<file path="src/rtl/wb_stage.sv">
// Write-back stage: M/W pipeline register, load extension and write-back
// mux feeding the register file's single write port.
module wb_stage #(
    parameter logic [31:0] RESET_PC = 32'h0000_0000,
    parameter int          LOG_EN   = 1
) (
    input  logic        clk,
    input  logic        reset,
    input  logic        flush,
    input  logic [31:0] M_pc,
    input  logic [4:0]  M_reg_addr,
    input  logic [2:0]  M_wb_sel,
    input  logic [2:0]  M_load_type,
    input  logic [31:0] M_alu_out,
    input  logic [31:0] M_mem_rdata,
    input  logic [1:0]  M_mem_off,
    input  logic [31:0] M_mdu_out,
    input  logic [31:0] M_cp0_out,
    output logic [31:0] W_pc,
    output logic [4:0]  W_reg_addr,
    output logic [31:0] W_reg_data,
    output logic [31:0] W_wr_count
);

    localparam logic [2:0] SEL_ALU = 3'd0;
    localparam logic [2:0] SEL_MEM = 3'd1;
    localparam logic [2:0] SEL_PC8 = 3'd2;
    localparam logic [2:0] SEL_MDU = 3'd3;
    localparam logic [2:0] SEL_CP0 = 3'd4;

    localparam logic [2:0] LD_LW  = 3'd0;
    localparam logic [2:0] LD_LH  = 3'd1;
    localparam logic [2:0] LD_LHU = 3'd2;
    localparam logic [2:0] LD_LB  = 3'd3;
    localparam logic [2:0] LD_LBU = 3'd4;

    // Picks the addressed half/byte of the aligned read word and extends it.
    // off[0] is ignored for halfwords; misaligned accesses never reach here.
    // Reserved load types fall back to a full word.
    function automatic logic [31:0] load_ext(
        input logic [2:0]  load_type,
        input logic [1:0]  off,
        input logic [31:0] word
    );
        logic [15:0] half;
        logic [7:0]  byte_v;
        half = off[1] ? word[31:16] : word[15:0];
        case (off)
            2'd0:    byte_v = word[7:0];
            2'd1:    byte_v = word[15:8];
            2'd2:    byte_v = word[23:16];
            default: byte_v = word[31:24];
        endcase
        case (load_type)
            LD_LH:   load_ext = {{16{half[15]}}, half};
            LD_LHU:  load_ext = {16'h0000, half};
            LD_LB:   load_ext = {{24{byte_v[7]}}, byte_v};
            LD_LBU:  load_ext = {24'h00_0000, byte_v};
            default: load_ext = word;
        endcase
    endfunction

    // ---- M/W pipeline register (stage p0) ----
    logic [31:0] pc_p0;
    logic [4:0]  reg_addr_p0;
    logic [2:0]  wb_sel_p0;
    logic [2:0]  load_type_p0;
    logic [31:0] alu_p0;
    logic [31:0] mem_p0;
    logic [1:0]  off_p0;
    logic [31:0] mdu_p0;
    logic [31:0] cp0_p0;
    logic [31:0] wr_count_p0;
    logic        vld_p0;
    logic [31:0] reg_data_p0;

    // A register address of zero marks a bubble or a discarded result.
    assign vld_p0 = (reg_addr_p0 != 5'd0);

    // Capture M every cycle; reset and flush both load a bubble.
    always_ff @(posedge clk) begin
        if (reset || flush) begin
            pc_p0        <= RESET_PC;
            reg_addr_p0  <= 5'd0;
            wb_sel_p0    <= SEL_ALU;
            load_type_p0 <= LD_LW;
            alu_p0       <= 32'h0;
            mem_p0       <= 32'h0;
            off_p0       <= 2'd0;
            mdu_p0       <= 32'h0;
            cp0_p0       <= 32'h0;
        end else begin
            pc_p0        <= M_pc;
            reg_addr_p0  <= M_reg_addr;
            wb_sel_p0    <= M_wb_sel;
            load_type_p0 <= M_load_type;
            alu_p0       <= M_alu_out;
            mem_p0       <= M_mem_rdata;
            off_p0       <= M_mem_off;
            mdu_p0       <= M_mdu_out;
            cp0_p0       <= M_cp0_out;
        end
    end

    // Count writes retiring out of W; a flush still lets the held write retire.
    always_ff @(posedge clk) begin
        if (reset) begin
            wr_count_p0 <= 32'h0;
        end else if (vld_p0) begin
            wr_count_p0 <= wr_count_p0 + 32'd1;
        end
    end

    // Write-back source mux, with register 0 always reading back as zero.
    always_comb begin
        reg_data_p0 = 32'h0;
        case (wb_sel_p0)
            SEL_ALU: reg_data_p0 = alu_p0;
            SEL_MEM: reg_data_p0 = load_ext(load_type_p0, off_p0, mem_p0);
            SEL_PC8: reg_data_p0 = pc_p0 + 32'd8;
            SEL_MDU: reg_data_p0 = mdu_p0;
            SEL_CP0: reg_data_p0 = cp0_p0;
            default: reg_data_p0 = 32'h0;
        endcase
        if (!vld_p0) begin
            reg_data_p0 = 32'h0;
        end
    end

    assign W_pc       = pc_p0;
    assign W_reg_addr = reg_addr_p0;
    assign W_reg_data = reg_data_p0;
    assign W_wr_count = wr_count_p0;

`ifndef SYNTHESIS
    generate
        if (LOG_EN != 0) begin : g_log
            // Simulation write log, one line per retiring register write.
            always_ff @(posedge clk) begin
                if (!reset && vld_p0) begin
                    $display("@%h: $%d <= %h", pc_p0, reg_addr_p0, reg_data_p0);
                end
            end
        end
    endgenerate
`endif

endmodule

</file>
<file path="config.mk">
export PLATFORM = sky130hd
export DESIGN_NAME = wb_stage
export DESIGN_NICKNAME = d
export VERILOG_FILES = /design/src/rtl/wb_stage.sv
export SDC_FILE = /design/constraint.sdc
export NUM_CORES = 1
export LEC_CHECK = 0
export CAP_MARGIN = 20
export CORE_MARGIN = 2
export CORE_UTILIZATION = 47
export DETAILED_ROUTE_END_ITERATION = 8
export PLACE_DENSITY_LB_ADDON = 0.08
export SETUP_SLACK_MARGIN = 0.2
export SYNTH_ARGS = -nofsm -noshare
export SYNTH_HDL_FRONTEND = slang
export SYNTH_SLANG_ARGS = --single-unit
</file>
<file path="constraint.sdc">
create_clock -name clk -period 2.97 [get_ports clk]
set_input_delay 0.891 -clock clk [delete_from_list [all_inputs] [get_ports clk]]
set_output_delay 0.891 -clock clk [all_outputs]
set_load 0.005 [all_outputs]
</file>
==> flow_summary.ini <==
[clocking]
clk_pin_slew_ns = 0.06
clockBufferDepth = 3
cts_buffers = 23
htreeDepth = 1
clk_latency_ns = 0.51
cts_tree = done
clock-sinks = 205
clockRootBuffer = clkbuf_16

[yosys]
avgSynthCellArea_um2 = 9.29
synth_nets = 1117
netlist_instances = 939
synth_cell_types = 57
synth_seq_area_share_pct = 47.0
synth_area_um2 = 8730
async_reset_ff_share_pct = 0
synth_flop_cell = dfxtp_1
synth_area_leaders = dfxtp_1 47%, and2_1 12%, mux2i_1 4.5%
ys_warn_count = 0
synth_top_area_share_pct = 47.0
ys_ff_latch = 205
synth-edff-count = 0
synth_top_area_cell = dfxtp_1

[critical_path]
cp.required_ns = 2.08
cp_slowest_cell = or4_4
r2r_cells = 6
critPathKind = reg2out
rrSetupSlack_ns = 0.75
critPathCaptureType = primary output
cp.buffers_inverters = 5
critPathMaxStageDelay_ns = 0.60
critPathArrivalTime_ns = 2.39
crit_path_cell_trace = or4_4 > nor2_4 > a21o_1 > buf_6 > buf_12 > buf_16 > buf_8 > a31oi_4 > buf_2
crit_path_start = W_reg_addr[0]
rr_endpoint = W_wr_count[30]
worstPathMaxFanout = 5
start_kind = flip-flop
r2r_start = W_reg_addr[0]
cpLargestDelayFamily = simple AND/OR/NAND/NOR gates

[worst_hold_path]
min_path_type = reg2reg
holdPathEnd = W_wr_count[31]
whs_path_depth = 2
min_from = W_wr_count[31]

[floorplanning]
die_w_um = 140
ios = 277
die_area_um2 = 19700
initial_core_util_pct = 48.2
chipHeight_um = 140
num_rows = 49
fp.coreArea_um2 = 18100

[power]
total_power_mw = 6.61
p_leak_nw = 5.23
max-vdd-ir-drop_v = 0.000477
powerDensity_nw_per_um2 = 475

[grt]
grt_pass1_vias = 8146
grt.total_usage_pct = 27.8
antenna_found_initial = 1
grt_overflow = 0
grt_max_degree = 93
grt_pass1_wl_um = 43200

[placed_design]
portBuffers = 276
placed_cell_area_um2 = 12300
gp_congestion = 0.923
hpwlAfterDp_um = 20400

[sta]
worst_slew_pin_slew_ns = 0.732
fin_crit_sh_pct = 111
setup_violations = 32
worst_slack_ns = -0.312
skew_ns = 0.00430
rsz0062_at_grt = true
slew_viol_final = 0
finalHoldViolations = 0
finalCriticalPeriod_ns = 3.28
maxSlewHeadroom_pct = 51.2
fmax_mhz = 305

[flow_run]
max-cap-violations = 0

[final_layout]
final_common_cell = clkdlybuf4s50_1
syn_to_final_growth_pct = 59.3
fin_nets = 1482
utilization_pct = 76.9
drive_gt1_share_pct = 23.9
final_cell_mix = 244 x clkdlybuf4s50_1, 191 x dfxtp_1, 173 x and2_1
fin_area_um2 = 13900
diodes = 0

[route]
ant_nets = 0
num_vias = 8370
viasPerCell = 5.40
drt_iter0_markers = 598
drt_first_pass_iters = 8
route.detailed.drc = 0
wl_per_cell_um = 18.4
drt-total-wl_um = 28600

[status]
status = finished with violations
violations = setup timing
-- cells by family (layout without fill, tap and decap cells) --
kind of cell	after synthesis	in the layout	synth area share [%]
buffers and inverters	78	460	3.48
flip-flops	205	205	47.0
AND/OR/NAND/NOR	374	374	24.2
AO/OA/AOI/OAI	182	182	13.6
multiplexers	55	55	7.05
adder cells (fa/ha/maj)	3	3	0.401
XOR/XNOR	42	42	4.22
-- per-stage QoR --
step           setup WS, ns  hold WS, ns  cells  setup TNS, ns
3_3_place_gp         -0.145        0.465   1475          -1.62
2_1_floorplan         0.302        0.468    939              0
5_1_grt              -0.380        0.498   1550          -8.65
6_report             -0.312        0.485   1550          -6.23
4_1_cts              -0.288        0.483   1545          -6.07
3_5_place_dp         -0.213        0.475   1475          -2.58
-- layout make-up --
class,instances,area (µm²)
Multi-Input combinational cell,656,4860
Sequential cell,205,4120
Clock buffer,34,687
Clock inverter,8,76.3
Timing Repair Buffer,406,3820
Tap cell,229,287
Fill cell,1277,4190
Inverter,12,45.0
-- flip-flops by register name, summed over array words and instances, names as in the netlist --
| signal | cells |
|---|---|
| W_reg_addr | 5 |
| wb_sel_p0 | 3 |
| W_pc | 32 |
| alu_p0 | 32 |
| cp0_p0 | 32 |
| load_type_p0 | 3 |
| off_p0 | 2 |
| mdu_p0 | 32 |
| mem_p0 | 32 |
| W_wr_count | 32 |
-- worst min-delay path, delay by kind of cell (launching register included) --
family	cells	cell delay [ns]
DFF	1	0.32
AOI/OAI and AO/OA	2	0.11
-- metal layers --
metal	track usage, %	wire (µm)	share of wire (%)	vias up
li1	-	-	-	4040
met1	34.3	11400	40	3909
met2	46.6	13800	48	340
met3	7.21	2240	7.8	79
met4	10.8	1160	4.1	2
met5	0	13	0.045	-
-- worst max path at each step --
stage	depth (start not counted)	slack [ns]	end
5_1_grt	7	-0.38	W_reg_data[31]
6_report	9	-0.31	W_reg_data[21]
3_5_place_dp	7	-0.21	W_reg_data[14]
3_3_place_gp	9	-0.14	W_reg_data[17]
2_1_floorplan	6	0.30	W_reg_data[27]
4_1_cts	10	-0.29	W_reg_data[29]
-- synth_stat cells, types with 9 or more instances --
cell and n:
nand3_1 25, o21ai_0 50, and2_1 174, nor2_1 61
nor3_1 12, clkbuf_1 55, a31oi_1 13, a21oi_1 41
xnor2_1 34, mux2i_1 39, dfxtp_1 205, o31a_1 12
nor4_1 22, inv_1 12, nand2_1 28, mux2_2 12
o22ai_1 10, nand4_1 12, a222oi_1 9
-- what timing repair did --
action	in CTS	in global routing
cloned	3	1
hold buffers	0	0
gates resized for setup	234	70
buffers inserted	25	4
endpoints found under the setup margin	32	32
pin swaps	49	31
-- power by group --
group / switching, mW / total, mW / internal [mW]
Combinational: 0.356 / 0.886 / 0.530
Clock: 1.12 / 2.81 / 1.69
Sequential: 0.0635 / 2.91 / 2.85
Note: power is estimated with default switching activity, not from simulation.
